[src/rtl/proc_pkg.sv]
// Shared types for the 2-bit-opcode processor core.
// Opcode constants, sequencer state encoding and steering bundle.
package proc_pkg;

    localparam logic [1:0] OP_MOV = 2'b00;
    localparam logic [1:0] OP_SLL = 2'b01;
    localparam logic [1:0] OP_NOP = 2'b10;
    localparam logic [1:0] OP_J   = 2'b11;

    typedef enum logic [2:0] {
        ST_IDLE,
        ST_FETCH,
        ST_DECODE,
        ST_EXECUTE,
        ST_WRITEBACK
    } seq_state_e;

    typedef struct packed {
        logic ReadRegAddrSelect;
        logic AluSelect;
        logic WriteRegDataSelect;
    } steer_t;

endpackage

[src/rtl/steer_decode.sv]
// Opcode to datapath steering map.
// Purely combinational; every opcode yields a defined value.
module steer_decode
    import proc_pkg::*;
(
    input  logic [1:0] opcode_i,
    output steer_t     steer_o
);

    // mov and sll steer the datapath; nop and j leave it idle
    always_comb begin
        steer_o = '0;
        unique case (1'b1)
            (opcode_i == OP_MOV): begin
                steer_o.ReadRegAddrSelect  = 1'b1;
            end
            (opcode_i == OP_SLL): begin
                steer_o.AluSelect          = 1'b1;
                steer_o.WriteRegDataSelect = 1'b1;
            end
            default: begin
                steer_o = '0;
            end
        endcase
    end

endmodule

[src/rtl/instr_sequencer.sv]
// Multi-cycle fetch/decode/execute/writeback sequencer.
// Owns PC and IR and handshakes with instruction memory.
module instr_sequencer
    import proc_pkg::*;
#(
    parameter int INSTR_WIDTH  = 8,
    parameter int PC_WIDTH     = 6,
    parameter int RETIRE_WIDTH = 16
) (
    input  logic                    Clock,
    input  logic                    ResetN,
    input  logic                    Run,
    output logic                    InstrReq,
    output logic [PC_WIDTH-1:0]     InstrAddr,
    input  logic                    InstrAck,
    input  logic [INSTR_WIDTH-1:0]  InstrData,
    output logic [INSTR_WIDTH-1:0]  Instr,
    output logic                    IsJump,
    output logic                    ReadRegAddrSelect,
    output logic                    AluSelect,
    output logic                    WriteRegDataSelect,
    output logic                    WriteEnable,
    output logic                    Busy,
    output logic [RETIRE_WIDTH-1:0] RetiredCount
);

    seq_state_e              state_q, state_d;
    logic [PC_WIDTH-1:0]     pc_q, pc_d;
    logic [INSTR_WIDTH-1:0]  instr_q, instr_d;
    steer_t                  steer_q, steer_d;
    steer_t                  steer_dec;
    logic [RETIRE_WIDTH-1:0] retired_q, retired_d;
    logic [1:0]              opcode;
    logic                    is_long;
    logic                    retire;
    logic                    take_jump;

    assign opcode  = instr_q[INSTR_WIDTH-1:INSTR_WIDTH-2];
    assign is_long = (opcode == OP_MOV) || (opcode == OP_SLL);

    steer_decode u_steer_decode (
        .opcode_i (opcode),
        .steer_o  (steer_dec)
    );

    // State register
    always_ff @(posedge Clock or negedge ResetN) begin
        if (!ResetN) begin
            state_q <= ST_IDLE;
        end else begin
            state_q <= state_d;
        end
    end

    // Next-state logic; Run only matters in IDLE and at retirement
    always_comb begin
        state_d = state_q;
        unique case (state_q)
            ST_IDLE: begin
                if (Run) state_d = ST_FETCH;
            end
            ST_FETCH: begin
                if (InstrAck) state_d = ST_DECODE;
            end
            ST_DECODE: begin
                state_d = ST_EXECUTE;
            end
            ST_EXECUTE: begin
                if (is_long) state_d = ST_WRITEBACK;
                else         state_d = Run ? ST_FETCH : ST_IDLE;
            end
            ST_WRITEBACK: begin
                state_d = Run ? ST_FETCH : ST_IDLE;
            end
            default: begin
                state_d = ST_IDLE;
            end
        endcase
    end

    // Per-state control outputs and retirement strobe
    always_comb begin
        InstrReq    = 1'b0;
        WriteEnable = 1'b0;
        IsJump      = 1'b0;
        Busy        = 1'b1;
        retire      = 1'b0;
        take_jump   = 1'b0;
        unique case (state_q)
            ST_IDLE: begin
                Busy = 1'b0;
            end
            ST_FETCH: begin
                InstrReq = 1'b1;
            end
            ST_EXECUTE: begin
                IsJump    = (opcode == OP_J);
                take_jump = (opcode == OP_J);
                retire    = !is_long;
            end
            ST_WRITEBACK: begin
                WriteEnable = 1'b1;
                retire      = 1'b1;
            end
            default: begin
                Busy = 1'b1;
            end
        endcase
    end

    // Next values for PC, IR, steering and retire counter
    always_comb begin
        pc_d      = pc_q;
        instr_d   = instr_q;
        steer_d   = steer_q;
        retired_d = retired_q;
        if (state_q == ST_FETCH && InstrAck) begin
            instr_d = InstrData;
        end
        if (state_q == ST_DECODE) begin
            steer_d = steer_dec;
        end
        if (retire) begin
            steer_d   = '0;
            retired_d = retired_q + RETIRE_WIDTH'(1);
            if (take_jump) pc_d = instr_q[PC_WIDTH-1:0];
            else           pc_d = pc_q + PC_WIDTH'(1);
        end
    end

    // Architectural registers
    always_ff @(posedge Clock or negedge ResetN) begin
        if (!ResetN) begin
            pc_q      <= '0;
            instr_q   <= '0;
            steer_q   <= '0;
            retired_q <= '0;
        end else begin
            pc_q      <= pc_d;
            instr_q   <= instr_d;
            steer_q   <= steer_d;
            retired_q <= retired_d;
        end
    end

    assign InstrAddr          = pc_q;
    assign Instr              = instr_q;
    assign ReadRegAddrSelect  = steer_q.ReadRegAddrSelect;
    assign AluSelect          = steer_q.AluSelect;
    assign WriteRegDataSelect = steer_q.WriteRegDataSelect;
    assign RetiredCount       = retired_q;

endmodule

[config.mk]
export PLATFORM = sky130hd
export DESIGN_NAME = instr_sequencer
export DESIGN_NICKNAME = d
export VERILOG_FILES = /design/src/rtl/proc_pkg.sv /design/src/rtl/steer_decode.sv /design/src/rtl/instr_sequencer.sv
export SDC_FILE = /design/constraint.sdc
export NUM_CORES = 1
export LEC_CHECK = 0
export ABC_AREA = 1
export BUFFER_PORTS_ARGS = -buffer_cell sky130_fd_sc_hd__buf_2
export CAP_MARGIN = 30
export CORE_MARGIN = 3
export CORE_UTILIZATION = 57
export CTS_BUF_LIST = sky130_fd_sc_hd__clkbuf_8 sky130_fd_sc_hd__clkbuf_16
export CTS_CLUSTER_DIAMETER = 120
export CTS_CLUSTER_SIZE = 40
export DETAILED_ROUTE_END_ITERATION = 6
export PLACE_DENSITY = 0.81
export SLEW_MARGIN = 20
export SYNTH_ARGS = -nofsm -noshare
export SYNTH_HDL_FRONTEND = slang
export SYNTH_HIERARCHICAL = 1
export SYNTH_SLANG_ARGS = --single-unit
[constraint.sdc]
create_clock -name Clock -period 2.25 [get_ports Clock]
set_clock_uncertainty 0.05 [all_clocks]
set_input_delay 0.45 -clock Clock [delete_from_list [all_inputs] [get_ports Clock]]
set_output_delay 0.45 -clock Clock [all_outputs]
set_load 0.005 [all_outputs]
==> results of run 1 <==
per-layer routing:
metal | global-route usage (%) | routed length [um] | vias up
li1 | - | - | 889
met1 | 30.41 | 1885 | 806
met2 | 34.41 | 1888 | 45
met3 | 6.412 | 226 | 7
met4 | 7.388 | 62 | 0
met5 | 0 | 0 | -
cell usage after synthesis (2+ instances only):
cell type	instances
a21oi_1	11
buf_4	2
buf_6	4
dfrtp_1	36
ha_1	2
inv_1	30
inv_2	2
nand2_1	81
nand2_2	3
nand2_4	2
nand3_1	23
nand3b_1	3
nand4_1	4
nor2_1	23
nor2_2	3
nor3_1	2
o21ai_0	7
xnor2_1	5
xor2_1	3
registers in the layout (all words and copies together) (netlist names):
register / count
RetiredCount: 16
Instr: 8
InstrAddr: 6
state_q: 3
AluSelect: 1
ReadRegAddrSelect: 1
WriteRegDataSelect: 1
power groups by stage:
stage          Combinational [mW]  Clock [mW]  Sequential [mW]
4_1_cts                     0.809       0.561             1.02
2_1_floorplan               0.578           0            0.996
3_3_place_gp                0.790           0             1.01
5_1_grt                     0.916       0.595             1.05
6_report                    0.797       0.554             1.02
3_5_place_dp                0.804           0             1.02
worst paths after layout:
check                                 start  cells after the start          endpoint  slack [ns]
setup / recovery                 state_q[1]                      3            IsJump        0.39
hold / removal                       ResetN                      1        state_q[0]        0.18
setup reg to reg                 state_q[1]                      7  RetiredCount[12]        0.53
hold reg to reg            RetiredCount[15]                      2  RetiredCount[15]        0.44
max in group asynchronous            ResetN                      1          Instr[3]        1.47
min in group Clock             InstrData[0]                      3          Instr[0]        0.35
kinds of logic (layout without fill, tap and decap cells):
logic type / Yosys count / after routing
compound gates: 19 / 19
fa+ha+maj: 2 / 2
simple gates: 149 / 149
xor+xnor: 8 / 8
buf+inv: 38 / 89
flops: 36 / 36
stage by stage:
step                power [mW]  setup slack (ns)  std cells  hold slack [ns]
floorplan                1.574            0.8085        252           0.1044
global placement         1.804            0.6145        339           0.4293
detailed placement       1.829            0.5499        339           0.4384
CTS                      2.386            0.3970        347           0.2109
global route             2.559            0.3064        347           0.2344
finish                   2.370            0.3904        347           0.1828
cells in the final DEF, fill, tap and decap left out:
cell type and n:
a21oi_1 11, buf_2 48, buf_4 1, bufinv_16 1, clkbuf_8 5, clkinv_2 1, dfrtp_1 36, ha_1 2
inv_1 31, inv_2 2, nand2_1 81, nand2_2 3, nand2_4 2, nand3_1 23, nand3_2 1, nand3b_1 3
nand4_1 4, nand4_2 1, nor2_1 23, nor2_2 3, nor3_1 2, nor3_4 1, nor4_1 1, o21ai_0 7
o21ai_1 1, or2_2 1, xnor2_1 5, xor2_1 3
final cells by class:
cell class                 count  area (sq um)
timing repair buffer          49         247.7
sequential                    36         900.9
fill                         278         857.1
clock buffer                   5         68.82
multi-input combinational    178         864.6
clock inverter                 3         38.79
tap                           44         55.05
inverter                      32         120.1
==> report_table.html, run 1 <==
<table>
<tr><th>Metric</th><th>Value</th></tr>
<tr><th colspan="2">Power and ir drop</th></tr>
<tr><td>Clock network power share</td><td>23.4%</td></tr>
<tr><td>Cell internal pwr</td><td>1.474 mW</td></tr>
<tr><td>Net Sw Frac</td><td>37.82%</td></tr>
<tr><td>Total power divided by cell area</td><td>1032 nW/um^2</td></tr>
<tr><td>Switching power total</td><td>896.2 uW</td></tr>
<tr><td>Worst IR drop on VDD</td><td>754.0 uV</td></tr>
<tr><td>Proportion of power drawn by flip-flops and latches</td><td>43.0%</td></tr>
<tr><td>Portion of total power attributed to combinational logic</td><td>33.6%</td></tr>
<tr><td>Static power due to leakage</td><td>1.242 nW</td></tr>
<tr><th colspan="2">Cells and area</th></tr>
<tr><td>Finished Cell Area</td><td>2296 sq um</td></tr>
<tr><td>Share of cells above drive strength 1</td><td>23.10%</td></tr>
<tr><td>Relative area change from synthesis to final layout</td><td>18.01%</td></tr>
<tr><td>Final nets</td><td>316</td></tr>
<tr><td>Number of diodes added for antenna fixing</td><td>0</td></tr>
<tr><td>Fin util</td><td>72.82%</td></tr>
<tr><th colspan="2">CTS</th></tr>
<tr><td>Clock Latency Late Sink</td><td>0.29 ns</td></tr>
<tr><td>Number of buffers added to fix hold violations after cts</td><td>0</td></tr>
<tr><td>CTS sink count</td><td>36</td></tr>
<tr><td>Setup repair bufs after CTS</td><td>0</td></tr>
<tr><td>CTS tree</td><td>built</td></tr>
<tr><td>Number of buffers on the longest clock path</td><td>2</td></tr>
<tr><td>Count of H-tree levels built during CTS</td><td>2</td></tr>
<tr><td>Cts bufs inserted</td><td>5</td></tr>
<tr><td>Clock Pin Slew Worst Setup and Hold Paths</td><td>0.07 ns</td></tr>
<tr><td>PostCTS Resize Cnt</td><td>0</td></tr>
<tr><td>Clk Tree Root Cell</td><td>clkbuf_8</td></tr>
<tr><th colspan="2">Setup path</th></tr>
<tr><td>Kind of cell adding the most delay to the critical path</td><td>flip-flops</td></tr>
<tr><td>Longest individual stage delay on the worst path</td><td>0.55 ns</td></tr>
<tr><td>Kind of capture point of the worst setup path</td><td>output port</td></tr>
<tr><td>Arrival time reported for the critical path endpoint</td><td>1.36 ns</td></tr>
<tr><td>Standard cell with the maximum stage delay on the critical path</td><td>dfrtp_1</td></tr>
<tr><td>Required time of the worst setup path</td><td>1.75 ns</td></tr>
<tr><td>Largest driver fanout on the critical path</td><td>9</td></tr>
<tr><td>Buffer and inverter count on the worst path</td><td>1</td></tr>
<tr><td>Startpoint class of the critical path</td><td>flop</td></tr>
<tr><td>Crit-path cells</td><td>nand4_2, nor2_2, buf_2</td></tr>
<tr><td>Category of the most critical setup path</td><td>reg2out</td></tr>
<tr><th colspan="2">Yosys</th></tr>
<tr><td>Synthesized-area fraction occupied by adder cells</td><td>1.286%</td></tr>
<tr><td>Synthesized netlist cell count</td><td>252</td></tr>
<tr><td>Share of the synthesized area in the top cell type</td><td>46.30%</td></tr>
<tr><td>Mux share of post-synthesis cell area</td><td>0%</td></tr>
<tr><td>Warning count from the yosys run</td><td>6</td></tr>
<tr><td>Largest cells by area after synthesis</td><td>dfrtp_1, nand2_1, nand3_1</td></tr>
<tr><td>Largest family of logic cells by synthesized area</td><td>simple AND/OR/NAND/NOR gates</td></tr>
<tr><td>Proportion of synthesized flip-flops having asynchronous set or reset</td><td>100.0%</td></tr>
<tr><td>Number of synthesized register bits</td><td>36</td></tr>
<tr><td>Net count after synthesis</td><td>266</td></tr>
<tr><td>Netlist cell types</td><td>25</td></tr>
<tr><td>Top_reg_cell synth</td><td>dfrtp_1</td></tr>
<tr><td>Library cell with the largest summed area after synthesis</td><td>dfrtp_1</td></tr>
<tr><td>Post-synth EDFFs</td><td>0</td></tr>
<tr><td>Share of synthesized area occupied by flip-flops and latches</td><td>46.30%</td></tr>
<tr><td>Average footprint of a synthesized cell</td><td>7.721 sq um</td></tr>
<tr><td>Synthesized-area fraction occupied by xor and xnor cells</td><td>3.601%</td></tr>
<tr><td>Share of the synthesized area in compound gates (AO/OA/AOI/OAI)</td><td>4.887%</td></tr>
<tr><td>Post-synthesis share of cell area spent on and, or, nand and nor gates</td><td>34.66%</td></tr>
<tr><td>Cell area after technology mapping</td><td>1946 sq um</td></tr>
<tr><th colspan="2">Floorplanning</th></tr>
<tr><td>Cell row count</td><td>20</td></tr>
<tr><td>Die Y</td><td>64.43 um</td></tr>
<tr><td>Full die area</td><td>4151 sq um</td></tr>
<tr><td>Initial Utilization</td><td>61.71%</td></tr>
<tr><td>Core area</td><td>3153 sq um</td></tr>
<tr><td>DIE WIDTH</td><td>64.43 um</td></tr>
<tr><td>Top-level I/O count</td><td>49</td></tr>
<tr><th colspan="2">STA</th></tr>
<tr><td>Post-layout minimum cycle time</td><td>1.860 ns</td></tr>
<tr><td>Top achievable clock speed</td><td>537.7 MHz</td></tr>
<tr><td>Number of endpoints failing setup at the final stage</td><td>0</td></tr>
<tr><td>Number of failing hold endpoints at the final stage</td><td>0</td></tr>
<tr><td>Final clock period utilization by the worst path</td><td>82.65%</td></tr>
<tr><td>Unrepaired setup endpoints after global routing</td><td>no</td></tr>
<tr><td>Total count of max-transition violations in the final report</td><td>0</td></tr>
<tr><td>Tightest Pin Transition</td><td>0.7760 ns</td></tr>
<tr><td>Slew margin rel.</td><td>48.27%</td></tr>
<tr><td>Final sum of negative setup slack</td><td>0 ns</td></tr>
<tr><th colspan="2">Placement</th></tr>
<tr><td>Area of placed instances</td><td>2188 sq um</td></tr>
<tr><td>Count of input and output buffers</td><td>48</td></tr>
<tr><td>Gp weighted congestion</td><td>0.8510</td></tr>
<tr><td>DPL Wire Length</td><td>2899 um</td></tr>
<tr><th colspan="2">Route</th></tr>
<tr><td># DRC</td><td>0</td></tr>
<tr><td>Total wire length</td><td>4062 um</td></tr>
<tr><td>First drt pass iteration count</td><td>5</td></tr>
<tr><td>Average wire per standard cell</td><td>11.71 um</td></tr>
<tr><td>First DRT Iteration DRCs</td><td>135</td></tr>
<tr><td>Vias post-DR</td><td>1,747</td></tr>
<tr><td>Remaining antenna violation count after routing</td><td>0</td></tr>
<tr><td>Vias/cell</td><td>5.035</td></tr>
<tr><th colspan="2">Global route</th></tr>
<tr><td>Via count of the first global-routing pass</td><td>1,662</td></tr>
<tr><td>Maximum number of pins on one net before global-route repair</td><td>37</td></tr>
<tr><td>First-pass GRT wire length</td><td>7251 um</td></tr>
<tr><td>Initial antenna violation count</td><td>0</td></tr>
<tr><td>GRT Util Overall</td><td>22.33%</td></tr>
<tr><td>Congestion Overflow GR</td><td>0</td></tr>
<tr><th colspan="2">Run</th></tr>
<tr><td>MaxCap Viol Count</td><td>0</td></tr>
<tr><th colspan="2">Worst hold path</th></tr>
<tr><td>Worst Hold Class</td><td>in2async</td></tr>
<tr><th colspan="2">Outcome</th></tr>
<tr><td>Outcome</td><td>completed</td></tr>
</table>
No activity file was read; power rests on OpenSTA's default activity.
==> run 2: changes to the inputs <==
Settings changed: CORE_UTILIZATION 57 to 48, PLACE_DENSITY 0.81 to 0.72.
Clock period 2.25 ns to 1.6 ns, I/O delays scaled along.
==> report_table.html, run 2 (synthesis results as in run 1) <==
<table>
<tr><th>Metric</th><th>Value</th></tr>
<tr><th colspan="2">Cells and area</th></tr>
<tr><td>Most common cell after layout, fill and taps aside</td><td>nand2_1</td></tr>
<tr><td>Number of filler cells placed in the layout</td><td>335 (+21%)</td></tr>
<tr><td>Share of cells above drive strength 1</td><td>30.28% (+7.2 points)</td></tr>
<tr><td>Relative area change from synthesis to final layout</td><td>27.33%</td></tr>
<tr><td>Final nets</td><td>330 (+4.4%)</td></tr>
<tr><td>Highest-count cells in the layout ignoring fill and taps</td><td>nand2_1, buf_2, dfrtp_1, inv_1, nand3_1</td></tr>
<tr><td>Max FFs per register</td><td>16 (unchanged)</td></tr>
<tr><td>Number of diodes added for antenna fixing</td><td>0 (unchanged)</td></tr>
<tr><th colspan="2">Floorplanning</th></tr>
<tr><td>Initial Utilization</td><td>51.59% (-10 points)</td></tr>
<tr><td>Full die area</td><td>4853 sq um (+17%)</td></tr>
<tr><td>Core area</td><td>3771 sq um (+20%)</td></tr>
<tr><td>Die Y</td><td>69.67 um (+8.1%)</td></tr>
<tr><td>DIE WIDTH</td><td>69.67 um (+8.1%)</td></tr>
<tr><td>Top-level I/O count</td><td>49 (unchanged)</td></tr>
<tr><td>Cell row count</td><td>22 (+10%)</td></tr>
<tr><th colspan="2">STA</th></tr>
<tr><td>Number of failing hold endpoints at the final stage</td><td>0 (unchanged)</td></tr>
<tr><td>Tightest Pin Transition</td><td>0.4591 ns (-0.3169 ns)</td></tr>
<tr><td>Final clock period utilization by the worst path</td><td>97.90%</td></tr>
<tr><td>Total count of max-transition violations in the final report</td><td>0 (unchanged)</td></tr>
<tr><td>Number of endpoints failing setup at the final stage</td><td>0 (unchanged)</td></tr>
<tr><td>Least setup slack across all paths after layout</td><td>0.03360 ns (-0.3568 ns)</td></tr>
<tr><td>Post-layout minimum cycle time</td><td>1.566 ns</td></tr>
<tr><td>Slew margin rel.</td><td>69.39% (+21 points)</td></tr>
<tr><td>Unrepaired setup endpoints after global routing</td><td>yes</td></tr>
<tr><td>Top achievable clock speed</td><td>638.4 MHz</td></tr>
<tr><th colspan="2">Setup path</th></tr>
<tr><td>Worst r2r path cells</td><td>7 (unchanged)</td></tr>
<tr><td>Reg-to-reg slack, setup</td><td>0.09 ns (-0.44 ns)</td></tr>
<tr><td>Required time of the worst setup path</td><td>1.23 ns (-0.52 ns)</td></tr>
<tr><td>Largest driver fanout on the critical path</td><td>4 (-5)</td></tr>
<tr><td>Startpoint class of the critical path</td><td>flop</td></tr>
<tr><td>Kind of capture point of the worst setup path</td><td>output port</td></tr>
<tr><td>Category of the most critical setup path</td><td>reg2out</td></tr>
<tr><td>Arrival time reported for the critical path endpoint</td><td>1.20 ns (-0.16 ns)</td></tr>
<tr><td>Endpoint of the lowest-slack register-to-register path</td><td>state_q[0]</td></tr>
<tr><td>Launching point of the worst reg2reg path</td><td>state_q[1]</td></tr>
<tr><th colspan="2">Global route</th></tr>
<tr><td>Initial antenna violation count</td><td>0 (unchanged)</td></tr>
<tr><td>Congestion Overflow GR</td><td>0 (unchanged)</td></tr>
<tr><td>Via count of the first global-routing pass</td><td>1,628 (-2.0%)</td></tr>
<tr><td>First-pass GRT wire length</td><td>7231 um (-0.28%)</td></tr>
<tr><td>Maximum number of pins on one net before global-route repair</td><td>37 (unchanged)</td></tr>
<tr><td>GRT Util Overall</td><td>18.23% (-4.1 points)</td></tr>
<tr><th colspan="2">CTS</th></tr>
<tr><td>Number of buffers added to fix hold violations after cts</td><td>0 (unchanged)</td></tr>
<tr><td>Cts bufs inserted</td><td>5 (unchanged)</td></tr>
<tr><td>Clk Tree Root Cell</td><td>clkbuf_8</td></tr>
<tr><td>Count of H-tree levels built during CTS</td><td>2 (unchanged)</td></tr>
<tr><td>Clock Pin Slew Worst Setup and Hold Paths</td><td>0.08 ns (about the same)</td></tr>
<tr><td>Clock Latency Late Sink</td><td>0.29 ns (about the same)</td></tr>
<tr><td>Number of buffers on the longest clock path</td><td>2 (unchanged)</td></tr>
<tr><td>CTS sink count</td><td>36 (unchanged)</td></tr>
<tr><td>CTS tree</td><td>built</td></tr>
<tr><th colspan="2">Route</th></tr>
<tr><td>Vias/cell</td><td>4.986 (-0.96%)</td></tr>
<tr><td>Vias post-DR</td><td>1,820 (+4.2%)</td></tr>
<tr><td># DRC</td><td>0 (unchanged)</td></tr>
<tr><td>First drt pass iteration count</td><td>4 (-1)</td></tr>
<tr><td>Average wire per standard cell</td><td>12.04 um (+2.9%)</td></tr>
<tr><td>First DRT Iteration DRCs</td><td>149 (+10%)</td></tr>
<tr><td>Total wire length</td><td>4395 um (+8.2%)</td></tr>
<tr><td>Remaining antenna violation count after routing</td><td>0 (unchanged)</td></tr>
<tr><th colspan="2">Placement</th></tr>
<tr><td>Setup slack after placement</td><td>0.03319 ns (-0.5167 ns)</td></tr>
<tr><td>DPL Wire Length</td><td>3137 um (+8.2%)</td></tr>
<tr><td>Count of input and output buffers</td><td>48 (unchanged)</td></tr>
<tr><td>Gp weighted congestion</td><td>0.8427 (-0.98%)</td></tr>
<tr><th colspan="2">Outcome</th></tr>
<tr><td>Outcome</td><td>completed</td></tr>
<tr><th colspan="2">Run</th></tr>
<tr><td>MaxCap Viol Count</td><td>0 (unchanged)</td></tr>
<tr><th colspan="2">Power and ir drop</th></tr>
<tr><td>Worst IR drop on VDD</td><td>836.8 uV (+11%)</td></tr>
<tr><td>Total power divided by cell area</td><td>1467 nW/um^2 (+42%)</td></tr>
<tr><td>Total power of the final layout</td><td>3.634 mW (+53%)</td></tr>
<tr><td>Static power due to leakage</td><td>1.301 nW (+4.8%)</td></tr>
<tr><th colspan="2">Worst hold path</th></tr>
<tr><td>Worst Hold Class</td><td>in2async</td></tr>
</table>
==> run 2: changes by cell type in the layout (fill, tap and decap cells not counted), sizes merged <==
| cell | before | now |
|---|---|---|
| buf | 49 | 63 |
| clkinvlp | 0 | 1 |
| inv | 33 | 32 |
==> run 2: cell type report <==
type                       count  area (sq um)  share of cell area, %
inverter                      32         122.6                  4.950
clock inverter                 3         42.54                  1.717
timing repair buffer          63         366.6                  14.80
clock buffer                   5         68.82                  2.778
sequential                    36         904.6                  36.52
tap                           48         60.06                  2.424
multi-input combinational    178         912.1                  36.82
==> run 2: metal layers <==
metal / global-route usage (%) / part of all wire, %
met1: 24.95 / 48
met2: 27.97 / 46
met3: 4.638 / 5.1
met4: 6.596 / 1.7
met5: 0 / 0
==> run 2: power breakdown <==
part / leakage, nW / internal [mW] / switching (mW)
logic: 0.786 / 0.642 / 0.782
registers: 0.461 / 1.16 / 0.259
clock network: 0.0541 / 0.461 / 0.328
==> run 2: critical path, stage by stage, from the launching register on <==
cell     delay (ns)
dfrtp_2        0.45
inv_2          0.10
nor3_4         0.21
buf_2          0.14
==> run 2: how the worst max path moves through the flow <==
stage,from,endpoint,slack (ns),cells past startpoint
floorplan,RetiredCount[0],RetiredCount[12],0.16,8
global placement,RetiredCount[0],RetiredCount[12],0.08,8
detailed placement,RetiredCount[0],RetiredCount[12],0.03,8
CTS,state_q[1],Busy,0.0002,4
global route,state_q[0],InstrReq,-0.03,3
finish,state_q[0],InstrReq,0.03,3
==> run 2: timing repair <==
action / in CTS / in global routing
setup buffers: 4 / 2
resized for setup: 10 / 10
pin swaps: 2 / 2
setup endpoints to repair: 3 / 11
hold endpoints to repair: 0 / 0
==> run 2: per-stage QoR <==
step                      util [%]  hold WS (ns)  setup TNS [ns]  instance area (sq um)  std cells
after global routing         65.69       0.03713         -0.1031                   2477        365
after CTS                    64.40       0.01940               0                   2429        363
after global placement       59.75        0.3402               0                   2253        351
after floorplan                  -      -0.02559               0                   1946        252
final                        65.69       0.01015               0                   2477        365
after detailed placement     59.75        0.3367               0                   2253        351
